### config.mk
export PLATFORM = sky130hd
export DESIGN_NAME = dma_rx_arbiter
export DESIGN_NICKNAME = d
export VERILOG_FILES = /design/src/rtl/dma_rx_arbiter.sv
export SDC_FILE = /design/constraint.sdc
export NUM_CORES = 1
export LEC_CHECK = 0
export CORE_AREA = 3 3 112 114
export CTS_BUF_LIST = sky130_fd_sc_hd__clkbuf_2 sky130_fd_sc_hd__clkbuf_4 sky130_fd_sc_hd__clkbuf_8
export DETAILED_ROUTE_END_ITERATION = 7
export DIE_AREA = 0 0 115 117
export HOLD_SLACK_MARGIN = 0.05
export PLACE_DENSITY = 0.84
export SLEW_MARGIN = 20
export SYNTH_ARGS = -nofsm -noshare
export SYNTH_HDL_FRONTEND = slang
export SYNTH_SLANG_ARGS = --single-unit
### constraint.sdc
create_clock -name bd_fclk0_125m -period 3.6 [get_ports bd_fclk0_125m]
set_clock_uncertainty 0.2 [all_clocks]
set_input_delay 0.54 -clock bd_fclk0_125m [delete_from_list [all_inputs] [get_ports bd_fclk0_125m]]
set_output_delay 0.54 -clock bd_fclk0_125m [all_outputs]
set_load 0.01 [all_outputs]
### src/rtl/dma_rx_arbiter.sv
// dma_rx_arbiter: packet-granular round-robin arbiter merging two RX AXI-Stream ports into one DMA S2MM stream.
// Optional build macro DMA_ARB_PRIO_EN: when defined, port 0 wins every tie (strict priority).
module dma_rx_arbiter #(
    parameter int DATA_W = 64,
    parameter int KEEP_W = DATA_W / 8,
    parameter int CNT_W  = 32
) (
    input  logic              bd_fclk0_125m,
    input  logic              reset_n,
    input  logic              arb_en,
    input  logic [DATA_W-1:0] s0_tdata,
    input  logic [KEEP_W-1:0] s0_tkeep,
    input  logic              s0_tlast,
    input  logic              s0_tvalid,
    output logic              s0_tready,
    input  logic [DATA_W-1:0] s1_tdata,
    input  logic [KEEP_W-1:0] s1_tkeep,
    input  logic              s1_tlast,
    input  logic              s1_tvalid,
    output logic              s1_tready,
    output logic [DATA_W-1:0] m_tdata,
    output logic [KEEP_W-1:0] m_tkeep,
    output logic              m_tlast,
    output logic              m_tvalid,
    input  logic              m_tready,
    output logic [1:0]        grant,
    output logic              busy,
    output logic [CNT_W-1:0]  pkt_cnt0,
    output logic [CNT_W-1:0]  pkt_cnt1
);

    typedef enum logic [1:0] {IDLE, BUSY0, BUSY1} state_t;

    state_t state, next_state;
    logic   rr_last;
    logic   pick1;
    logic   eop0, eop1;

`ifdef DMA_ARB_PRIO_EN
    assign pick1 = 1'b0;
`else
    assign pick1 = ~rr_last;
`endif

    assign eop0 = (state == BUSY0) && s0_tvalid && m_tready && s0_tlast;
    assign eop1 = (state == BUSY1) && s1_tvalid && m_tready && s1_tlast;

    // State, round-robin history and per-port packet counters
    always_ff @(posedge bd_fclk0_125m or negedge reset_n) begin
        if (!reset_n) begin
            state    <= IDLE;
            rr_last  <= 1'b1;
            pkt_cnt0 <= '0;
            pkt_cnt1 <= '0;
        end else begin
            state <= next_state;
            if (state == IDLE && next_state != IDLE)
                rr_last <= (next_state == BUSY1);
            if (eop0)
                pkt_cnt0 <= pkt_cnt0 + 1'b1;
            if (eop1)
                pkt_cnt1 <= pkt_cnt1 + 1'b1;
        end
    end

    // Grant decision in IDLE; hold the grant until the granted port's last beat is accepted
    always_comb begin
        next_state = state;
        case (state)
            IDLE: begin
                if (arb_en) begin
                    if (s0_tvalid && s1_tvalid)
                        next_state = pick1 ? BUSY1 : BUSY0;
                    else if (s0_tvalid)
                        next_state = BUSY0;
                    else if (s1_tvalid)
                        next_state = BUSY1;
                end
            end
            BUSY0:   next_state = eop0 ? IDLE : BUSY0;
            BUSY1:   next_state = eop1 ? IDLE : BUSY1;
            default: next_state = IDLE;
        endcase
    end

    // Zero-latency pass-through of the granted port; everything quiet otherwise
    always_comb begin
        m_tdata   = '0;
        m_tkeep   = '0;
        m_tlast   = 1'b0;
        m_tvalid  = 1'b0;
        s0_tready = 1'b0;
        s1_tready = 1'b0;
        grant     = 2'b00;
        busy      = 1'b0;
        case (state)
            BUSY0: begin
                m_tdata   = s0_tdata;
                m_tkeep   = s0_tkeep;
                m_tlast   = s0_tlast;
                m_tvalid  = s0_tvalid;
                s0_tready = m_tready;
                grant     = 2'b01;
                busy      = 1'b1;
            end
            BUSY1: begin
                m_tdata   = s1_tdata;
                m_tkeep   = s1_tkeep;
                m_tlast   = s1_tlast;
                m_tvalid  = s1_tvalid;
                s1_tready = m_tready;
                grant     = 2'b10;
                busy      = 1'b1;
            end
            default: ;
        endcase
    end

endmodule
Word-level counts from Yosys, hierarchy flattened
Cells that the tools add are included.
{"block": "word_totals", "regBits": 67, "in_bits": 152, "out_inout_bits": 143, "wordCells": 36}
{"block": "op_classes", "add_sub_neg": 2, "eq_ne": 3, "muxes": 16, "reduce_logical": 11}
{"op": "one-hot mux 64 bit (2 select lines)", "count": 1}
{"op": "adder 32 x 1 -> 32 bit, second input constant", "count": 2}
{"op": "one-hot mux 8 bit (2 select lines)", "count": 1}
{"op": "2-to-1 mux 2 bit", "count": 6}
{"op": "logical AND 1 bit", "count": 8}
{"op": "one-hot mux 2 bit (3 select lines)", "count": 1}
{"op": "== test 2 bit, second input constant", "count": 2}
{"op": "2-to-1 mux 1 bit", "count": 4}
{"op": "one-hot mux 1 bit (2 select lines)", "count": 2}
{"op": "one-hot mux 2 bit (2 select lines)", "count": 1}
{"op": "== test 2 x 1 -> 1 bit, second input constant", "count": 1}
{"op": "zero test 2 bit", "count": 1}
{"op": "nonzero test 2 bit", "count": 1}
{"op": "OR reduction 2 bit", "count": 1}

Longest topological paths before layout
Gate-level depths: netlist of run 1.
{"block": "depth", "depth_word": 8, "mapped_depth": 9, "mapped_depth_nobuf": 6}

Worst setup path after synthesis of run 1
Ideal clock, no wire load.
{"block": "synth_path", "path_type": "register to output", "startpoint": "reg state[1]", "endpoint": "out m_tdata[16]", "arrival_time_ns": 1.675, "path_slack_ns": 1.185, "stages_incl_launch_ff": 8, "path_buffers": 3, "cell_sequence": "dfrtp_1 -> inv_1 -> ha_1 -> clkbuf_1 -> clkbuf_1 -> buf_1 -> a22oi_1 -> nor2b_1"}
{"block": "synth_via", "elab_chain_len": 2, "elab_cells_between_ends": 3, "cone_classes": "eq/ne (2); mux (1)"}
{"item": "start, declared", "line_no": "34", "rtl": "state_t state, next_state;"}
{"item": "start signal, assigned", "line_no": "56", "rtl": "state <= next_state;"}
{"item": "== test 2 bit / == test 2 x 1 -> 1 bit (equally long branches)", "line_no": "96", "rtl": "case (state)"}
{"item": "one-hot mux 64 bit (2 select lines) (*)", "line_no": "96"}
{"item": "end, declared", "line_no": "21", "rtl": "output logic [DATA_W-1:0] m_tdata,"}
Every way passes the cells marked *; elsewhere a longest branch is shown, timed or not.

Final worst setup path of run 1
{"block": "layout_path", "startpoint": "reg state[1]", "endpoint": "out m_tdata[50]"}
The elaborated chain is that of the path after synthesis.

==> impl_metrics.yaml, run 1 <==
status:
  status: "finished, final reports clean"
placement:
  io_buffer_count: 294
  place.gp.congestion: 0.902
  dp_hpwl_mm: 14.0
  dpl_worst_slack_ns: 0.558
  dp.cells: 888
floorplan:
  core-area_mm2: 0.0115
  initial_utilization_pct: 38.0
  pin_count: 295
  rows: 39
  fp.dieArea_mm2: 0.0135
  die_h_um: 117
  die_w_um: 115
routing:
  drtIter0Drc: 365
  ant_nets: 0
  route.detailed.drc: 0
  drt_first_pass_iters: 5
  totalWireLength_mm: 17.8
  wl_per_cell_um: 19.6
  via_per_inst: 5.33
  vias: 4815
clock_tree:
  root_buffer: "clkbuf_8"
  h-tree-depth: 3
  clkTransAtPathRegs_ns: 0.07
  post-cts-setup-buffers: 0
  cts_sinks: 67
  cts-hold-fix-buffers: 0
  insertion_delay_ns: 0.34
  clockBufferDepth: 2
  cts_tree: "yes"
  cts_buffers: 9
  cts_resized: 0
global_routing:
  grt_pass1_vias: 4826
  grt_max_degree: 78
  antenna_found_initial: 0
  overflow: 0
  grt_first_pass_wirelength_mm: 26.4
  grtUsageTotal_pct: 25.1
worst_hold_path:
  hold_path_class: "input port to async pin"
final_layout:
  fin_util_pct: 66.6
  seqCellArea_mm2: 0.00168
  final_nets: 916
  synthToLayoutAreaGrowth_pct: 75.0
  final_common_cell: "clkdlybuf4s50_1"
  multi_input_area_mm2: 0.00252
  diodes: 0
  fillers: 879
  layout-drive-gt1-share_pct: 5.65
  fin_cells: 904
  final_cell_mix: "clkdlybuf4s50_1, a22oi_1, nor2b_1, dfrtp_1, xor2_1"
pwr:
  leakagePower_nw: 3.11
  vdd_drop_max_mv: 0.549
  powerDensity_mw_per_mm2: 515
critical_path:
  r2r_cells: 7
  crit_fanout: 20
  crit_start: "state[1]$_DFF_PN0_"
  path_class: "flop to output port"
  critPathCaptureType: "output port"
  critPathCapture: "m_tdata[50]"
  worstPathRequired_ns: 2.86
  rr_startpoint: "state[0]$_DFF_PN0_"
  cp.arrival_ns: 2.58
  cp-start-kind: "flop"
  reg2reg_to: "pkt_cnt1[31]$_DFFE_PN0P_"
  reg2reg_slack_ns: 0.63
yosys:
  yosys.area_share.simple_pct: 28.6
  synth_fa_ha_area_share_pct: 2.28
  yosysUniqueCellTypes: 36
  synth_warnings: 0
  synth_fp_nets: 636
  synth_top_family_by_area: "simple AND/OR/NAND/NOR gates"
  synth_xor_area_share_pct: 12.4
  synthTopCellsByArea: "dfrtp_1, a22oi_1, nor2b_1"
  syn_inst: 476
  syn_area_per_cell_um2: 9.21
  synth_seq_cells: 67
  netlist.area_leader.share_pct: 37.7
  yosys.area.top_type: "dfrtp_1"
  muxShareOfSynthArea_pct: 0
  yosysSeqAreaShare_pct: 38.3
  synth_compound_area_share_pct: 13.9
  syn_area_mm2: 0.00438
timing:
  timing.final.ws_setup_ns: 0.283
  slew_headroom_pct: 44.6
  setup_violations: 0
  rsz0062_at_grt: "no"
  tns_ns: 0
  tightest_slew_ns: 0.830
  fmax_mhz: 301
  period_needed_ns: 3.32
  finalHoldViolations: 0
  finalCritPeriodShare_pct: 92.1
  slew_violations: 0
flow_run:
  drv_cap: 0
-- worst min path at each step --
stage | end | slack [ns] | depth (start not counted)
2_1_floorplan | pkt_cnt0[0]$_DFFE_PN0P_ | 0.04 | 0
6_report | pkt_cnt1[31]$_DFFE_PN0P_ | 0.09 | 1
3_5_place_dp | pkt_cnt0[31]$_DFFE_PN0P_ | 0.25 | 1
4_1_cts | pkt_cnt1[31]$_DFFE_PN0P_ | 0.10 | 1
3_3_place_gp | pkt_cnt0[31]$_DFFE_PN0P_ | 0.26 | 1
5_1_grt | pkt_cnt1[31]$_DFFE_PN0P_ | 0.15 | 1
-- cell type report --
| cell class | count | area share, % |
|---|---|---|
| repair buffers | 300 | 39.2 |
| multi-input cells | 361 | 32.9 |
| flip-flops and latches | 67 | 21.9 |
| well taps | 143 | 2.33 |
| clock buffers | 11 | 1.81 |
| clock inverters | 5 | 1.01 |
| inverters | 17 | 0.832 |
-- state kept, by name (all words and copies together) (netlist names) --
| register | flops |
|---|---|
| pkt_cnt0 | 32 |
| pkt_cnt1 | 32 |
| state | 2 |
| rr_last | 1 |
-- worst max-delay path, stage by stage (launching register included) --
cell and delay, ns:
dfrtp_1 0.44, inv_1 0.17, ha_2 0.47, buf_4 0.29, a22oi_1 0.13, nor2b_1 0.17
clkdlybuf4s50_1 0.55
-- cell families after synthesis --
kind of cell / Yosys count
buf+inv: 48
simple gates: 209
compound gates: 82
fa+ha+maj: 8
xor+xnor: 62
flops: 67
-- synth_stat cells --
cell and count:
and3_1 6, a21oi_1 3, clkbuf_1 21, o22ai_1 2
xor2_1 38, nor4_1 9, buf_2 3, nor2b_1 75
nor4_2 1, and4_1 5, nand4b_2 1, a22oi_1 75
nand2b_1 1, nor3_2 8, or4_1 3, ha_1 8
o22a_1 1, and2_1 4, or2_2 2, buf_6 2
nor2_1 11, o221ai_1 1, nand4_2 1, nand3_1 14
nand2_1 30, dfrtp_1 66, xnor2_1 24, or4_4 1
nor4_4 1, inv_1 17, or3_1 2, nand4_1 13
nor3_1 20, nand3_2 1, dfstp_2 1, buf_1 5
-- power breakdown --
part / internal, mW / switching (mW)
clock: 0.403 / 0.286
sequential: 0.798 / 0.0548
combinational: 1.30 / 1.11
total: 2.50 / 1.45
-- metrics by stage --
stage | total power, mW | cell area [µm²] | hold WS (ns)
floorplan | 2.05 | 4380 | 0.0444
global placement | 3.21 | 7440 | 0.258
detailed placement | 3.24 | 7440 | 0.255
CTS | 3.96 | 7660 | 0.105
global route | 4.17 | 7670 | 0.147
finish | 3.95 | 7670 | 0.0880
-- per-layer routing --
layer  up-vias  GRT usage [%]  wire length (µm)
met5         -              0                 0
met4         0           7.82               376
met3        32           7.25              1330
met2       202           42.7              9120
met1      2331           31.0              6940
li1       2250              -                 -
No activity file was read; power rests on OpenSTA's default activity.
==> run 2, diff against run 1 <==
--- a/config.mk
+++ b/config.mk
@@ -5,12 +5,12 @@
 export SDC_FILE = /design/constraint.sdc
 export NUM_CORES = 1
 export LEC_CHECK = 0
-export CORE_AREA = 3 3 112 114
+export CORE_AREA = 2 2 116 118
 export CTS_BUF_LIST = sky130_fd_sc_hd__clkbuf_2 sky130_fd_sc_hd__clkbuf_4 sky130_fd_sc_hd__clkbuf_8
 export DETAILED_ROUTE_END_ITERATION = 7
-export DIE_AREA = 0 0 115 117
+export DIE_AREA = 0 0 118 120
 export HOLD_SLACK_MARGIN = 0.05
-export PLACE_DENSITY = 0.84
+export PLACE_DENSITY = 0.77
 export SLEW_MARGIN = 20
 export SYNTH_ARGS = -nofsm -noshare
 export SYNTH_HDL_FRONTEND = slang
==> constraint.sdc (replaced) <==
create_clock -name bd_fclk0_125m -period 3.64 [get_ports bd_fclk0_125m]
set_clock_uncertainty 0.2 [all_clocks]
set_input_delay 0.546 -clock bd_fclk0_125m [delete_from_list [all_inputs] [get_ports bd_fclk0_125m]]
set_output_delay 0.546 -clock bd_fclk0_125m [all_outputs]
set_load 0.01 [all_outputs]
==> run 2 against run 1 <==
Effect of this change: hold slack gained 0.20 ns; wire length shrank 8.9%; critical path type unchanged; final cell count grew 4.0%; sequential cell count is the same; global-route usage shrank 2.7 points; first-iteration DRC count shrank 37%.
==> impl_metrics.yaml, run 2 (synthesis results as in run 1) <==
clock_tree:
  cts_tree: "yes"
  cts_buffers: 9
  cts_resized: 0
  insertion_delay_ns: 0.35
  root_buffer: "clkbuf_8"
  h-tree-depth: 3
  clkTransAtPathRegs_ns: 0.07
  cts_sinks: 67
  clockBufferDepth: 2
timing:
  finalCritPeriodShare_pct: 92.8
  fmax_mhz: 296
  setup_violations: 0
  rsz0062_at_grt: "no"
  whs_ns: 0.288
  tns_ns: 0
  slew_violations: 0
  slew_headroom_pct: 52.9
  finalHoldViolations: 0
  tightest_slew_ns: 0.707
  period_needed_ns: 3.38
critical_path:
  critPathCaptureType: "output port"
  worstPathRequired_ns: 2.89
  cp.arrival_ns: 2.63
  path_depth: 6
  r2r_cells: 6
  rr_startpoint: "state[1]$_DFF_PN0_"
  path_buf_inv: 3
  crit_fanout: 52
  worstPathCellList: "inv_1 > ha_2 > buf_12 > a22oi_1 > nor2b_1 > clkdlybuf4s50_1"
  cp_slowest_stage_delay_ns: 0.55
  reg2reg_to: "pkt_cnt0[7]$_DFFE_PN0P_"
  worst_path_max_delay_cell: "ha_2"
  path_delay_family: "buffers and inverters"
  reg2reg_slack_ns: 0.71
  path_class: "flop to output port"
  cp-start-kind: "flop"
routing:
  ant_nets: 0
  via_per_inst: 5.07
  drt_first_pass_iters: 5
  route.detailed.drc: 0
  vias: 4766
  drtIter0Drc: 231
  wl_per_cell_um: 17.2
  totalWireLength_mm: 16.2
placement:
  place.gp.congestion: 0.882
  io_buffer_count: 294
  dp.cells: 923
  dp_hpwl_mm: 12.8
global_routing:
  overflow: 0
  grt_first_pass_wirelength_mm: 25.5
  grt_max_degree: 53
  grt_pass1_vias: 4941
  grtUsageTotal_pct: 22.4
  antenna_found_initial: 0
worst_hold_path:
  worstHoldStart: "pkt_cnt0[23]$_DFFE_PN0P_"
  hold_path_end: "pkt_cnt0[23]$_DFFE_PN0P_"
  min_path_cells: 1
  hold_path_class: "flop to flop"
floorplan:
  initial_utilization_pct: 33.8
  die_h_um: 120
  die_w_um: 118
  fp.dieArea_mm2: 0.0142
  core-area_mm2: 0.0130
  pin_count: 295
  rows: 42
final_layout:
  seqCellArea_mm2: 0.00168
  top_regs: "pkt_cnt0 (32), pkt_cnt1 (32), state (2)"
  fillers: 1115
  fin_cells: 940
  layout-drive-gt1-share_pct: 5.89
  diodes: 0
  synthToLayoutAreaGrowth_pct: 76.4
  final_nets: 919
  multi_input_area_mm2: 0.00251
  final_common_cell: "clkdlybuf4s50_1"
  final_cell_mix: "clkdlybuf4s50_1, a22oi_1, nor2b_1, dfrtp_1, xor2_1"
status:
  status: "finished, final reports clean"
pwr:
  leakagePower_nw: 3.11
  powerDensity_mw_per_mm2: 500
  vdd_drop_max_mv: 0.277
flow_run:
  drv_cap: 0
run 2: changes by cell type in the layout (fill, tap and decap cells not counted), sizes merged:
cell / change
clkinvlp: +1
clkinv: -1
clkbuf: -1
inv: +1
buf: +2
dlygate4sd3: +1
run 2: what timing repair did:
action | CTS | global route
endpoints found under the setup margin | 0 | 0
hold endpoints to repair | 5 | 0
setup buffers | 0 | 0
hold buffers | 1 | 0
run 2: cell type report:
class / instances / area share (%)
clock inverter: 6 / 1.15
inverter: 17 / 0.826
multi-input combinational: 361 / 32.5
timing repair buffer: 303 / 39.2
tap: 176 / 2.85
clock buffer: 10 / 1.70
sequential: 67 / 21.7
run 2: power by group:
group          switching, mW  internal (mW)
clock network          0.295          0.394
logic                   1.05           1.28
registers             0.0509          0.789
run 2: per-layer routing:
| metal | vias to the layer above | GRT usage, % | routed length (µm) |
|---|---|---|---|
| met5 | - | 0 | 0 |
| met4 | 0 | 9.26 | 484 |
| met3 | 35 | 6.70 | 1270 |
| met2 | 187 | 39.9 | 8390 |
| met1 | 2292 | 24.9 | 6030 |
| li1 | 2252 | - | - |
run 2: per-stage QoR:
| step | setup slack [ns] | total power, mW | area (µm²) | util [%] |
|---|---|---|---|---|
| floorplan | 1.22 | 2.02 | 4380 | - |
| finish | 0.264 | 3.86 | 7730 | 59.5 |
| detailed placement | 0.647 | 3.19 | 7500 | 57.8 |
| global placement | 0.712 | 3.15 | 7500 | 57.8 |
| CTS | 0.239 | 3.90 | 7730 | 59.5 |
| global route | 0.0597 | 4.11 | 7730 | 59.5 |
run 2: worst max-delay path by stage:
stage	startpoint	to
floorplan	state[1]$_DFF_PN0_	m_tdata[16]
global route	state[1]$_DFF_PN0_	m_tdata[6]
global placement	state[1]$_DFF_PN0_	m_tdata[51]
detailed placement	state[1]$_DFF_PN0_	m_tkeep[7]
CTS	state[1]$_DFF_PN0_	m_tkeep[7]
finish	state[1]$_DFF_PN0_	m_tkeep[2]
==> run 3, diff against run 2 <==
--- a/config.mk
+++ b/config.mk
@@ -5,12 +5,12 @@
 export SDC_FILE = /design/constraint.sdc
 export NUM_CORES = 1
 export LEC_CHECK = 0
-export CORE_AREA = 2 2 116 118
+export CORE_AREA = 2 2 115 117
 export CTS_BUF_LIST = sky130_fd_sc_hd__clkbuf_2 sky130_fd_sc_hd__clkbuf_4 sky130_fd_sc_hd__clkbuf_8
 export DETAILED_ROUTE_END_ITERATION = 7
-export DIE_AREA = 0 0 118 120
+export DIE_AREA = 0 0 117 119
+export DONT_BUFFER_PORTS = 1
 export HOLD_SLACK_MARGIN = 0.05
-export PLACE_DENSITY = 0.77
 export SLEW_MARGIN = 20
 export SYNTH_ARGS = -nofsm -noshare
 export SYNTH_HDL_FRONTEND = slang
==> run 3 against run 2 <==
Effect of this change: sequential share of layout area rose by 14 points; largest cell class is now multi-input combinational cells; highest routed layer unchanged; utilization shrank 23 points; clock power shrank 18%; setup slack better by 0.33 ns.
==> impl_metrics.yaml, run 3 (synthesis results as in run 1) <==
routing:
  drt_first_pass_iters: 5
  via_per_inst: 5.68
  vias: 3640
  route.detailed.drc: 0
  totalWireLength_mm: 12.7
  wl_per_cell_um: 19.9
  drtIter0Drc: 212
  ant_nets: 0
timing:
  timing.final.ws_setup_ns: 0.598
  slew_violations: 0
  tns_ns: 0
  setup_violations: 0
  fmax_mhz: 329
  tightest_slew_ns: 0.941
  finalCritPeriodShare_pct: 83.6
  period_needed_ns: 3.04
  slew_headroom_pct: 37.2
  rsz0062_at_grt: "no"
  finalHoldViolations: 0
floorplan:
  rows: 42
  core-area_mm2: 0.0129
  fp.dieArea_mm2: 0.0139
  die_w_um: 117
  initial_utilization_pct: 34.0
  pin_count: 295
  die_h_um: 119
final_layout:
  layout-drive-gt1-share_pct: 8.39
  diodes: 0
  final_cell_mix: "a22oi_1, nor2b_1, dfrtp_1, xor2_1, nand2_1"
  final_nets: 620
  fin_area_mm2: 0.00472
  synthToLayoutAreaGrowth_pct: 7.68
  fillers: 1307
  top_regs: "pkt_cnt0 (32), pkt_cnt1 (32), state (2)"
placement:
  io_buffer_count: 0
  dpl_cell_area_mm2: 0.00450
  dp_hpwl_mm: 9.85
  place.gp.congestion: 0.775
  dpl_worst_slack_ns: 0.844
critical_path:
  worst_path_max_delay_cell: "buf_4"
  reg2reg_slack_ns: 0.84
  reg2reg_to: "pkt_cnt0[7]$_DFFE_PN0P_"
  worstPathCellList: "inv_1 > ha_2 > buf_4 > a22oi_1 > nor2b_1"
  path_delay_family: "buffers and inverters"
  crit_fanout: 76
  crit_start: "state[0]$_DFF_PN0_"
  cp.arrival_ns: 2.30
  r2r_cells: 6
  cp-start-kind: "flop"
  critPathCaptureType: "output port"
  cp_slowest_stage_delay_ns: 0.55
  rr_startpoint: "state[1]$_DFF_PN0_"
  path_buf_inv: 2
  path_class: "flop to output port"
  worstPathRequired_ns: 2.89
global_routing:
  met1_usage_pct: 21.7
  grt.busiest_layer: "met2"
  grt_first_pass_wirelength_mm: 19.2
  use_met2_pct: 29.1
  overflow: 0
  antenna_found_initial: 0
  grtUsageTotal_pct: 17.7
  grtUsageMet3_pct: 4.68
  grt_max_degree: 77
  grt_pass1_vias: 3464
pwr:
  vdd_drop_max_mv: 0.266
  internal_power_mw: 1.60
  p_comb_share_pct: 49.7
  pwr-share-clk_pct: 19.9
  p_sw_mw: 1.22
  p_seq_share_pct: 30.5
  fin_total_pwr_mw: 2.83
  p_sw_share_pct: 43.3
  powerDensity_mw_per_mm2: 599
  leakagePower_nw: 1.98
worst_hold_path:
  hold_path_end: "pkt_cnt1[1]$_DFFE_PN0P_"
  min_path_cells: 3
  worstHoldStart: "s1_tvalid"
  hold_path_class: "input port to flop"
clock_tree:
  insertion_delay_ns: 0.34
  cts_resized: 0
  cts_buffers: 9
  root_buffer: "clkbuf_8"
  clockBufferDepth: 2
  clkTransAtPathRegs_ns: 0.07
  cts_tree: "yes"
  h-tree-depth: 3
  cts_sinks: 67
flow_run:
  drv_cap: 0
status:
  status: "finished, final reports clean"
==> run 3: final cells by class <==
type,instances,area [µm²],area share [%]
clock buffers,12,153,3.24
clock inverters,4,26.3,0.557
inverters,17,63.8,1.35
multi-input cells,361,2510,53.2
flip-flops and latches,67,1680,35.6
well taps,176,220,4.67
repair buffers,4,65.1,1.38
==> run 3: worst min-delay path, stage by stage <==
cell     delay, ns
and3_1        0.15
nand2_1       0.07
nand2_1       0.04
==> run 3: per-layer routing <==
| metal | wire [µm] | vias to the layer above |
|---|---|---|
| met4 | 373 | 0 |
| met5 | 0 | - |
| met3 | 1040 | 20 |
| met1 | 4990 | 1777 |
| li1 | - | 1653 |
| met2 | 6320 | 190 |
==> run 3: how the worst max path moves through the flow <==
stage	endpoint	cells past startpoint
after global routing	m_tdata[4]	3
after CTS	m_tdata[56]	5
after global placement	pkt_cnt0[7]$_DFFE_PN0P_	6
final	m_tdata[56]	5
after detailed placement	pkt_cnt0[7]$_DFFE_PN0P_	6
after floorplan	m_tdata[16]	7
==> run 3: power by group through the flow <==
stage	clock, mW	combinational, mW	sequential (mW)
2_1_floorplan	0	1.17	0.855
3_3_place_gp	0	1.36	0.873
3_5_place_dp	0	1.41	0.876
4_1_cts	0.577	1.43	0.861
5_1_grt	0.620	1.55	0.872
6_report	0.562	1.40	0.862
==> run 3: metrics by stage <==
step / cells / hold slack [ns] / util (%)
after floorplan: 476 / 0.0504 / -
after global placement: 623 / 0.0519 / 35.0
after detailed placement: 623 / 0.0518 / 35.0
after CTS: 641 / 0.278 / 36.6
after global routing: 641 / 0.287 / 36.6
final: 641 / 0.294 / 36.6
==> run 3: timing repair <==
| item | CTS | global route |
|---|---|---|
| hold buffers | 2 | 0 |
| setup buffers | 0 | 0 |
| hold endpoints to repair | 67 | 0 |
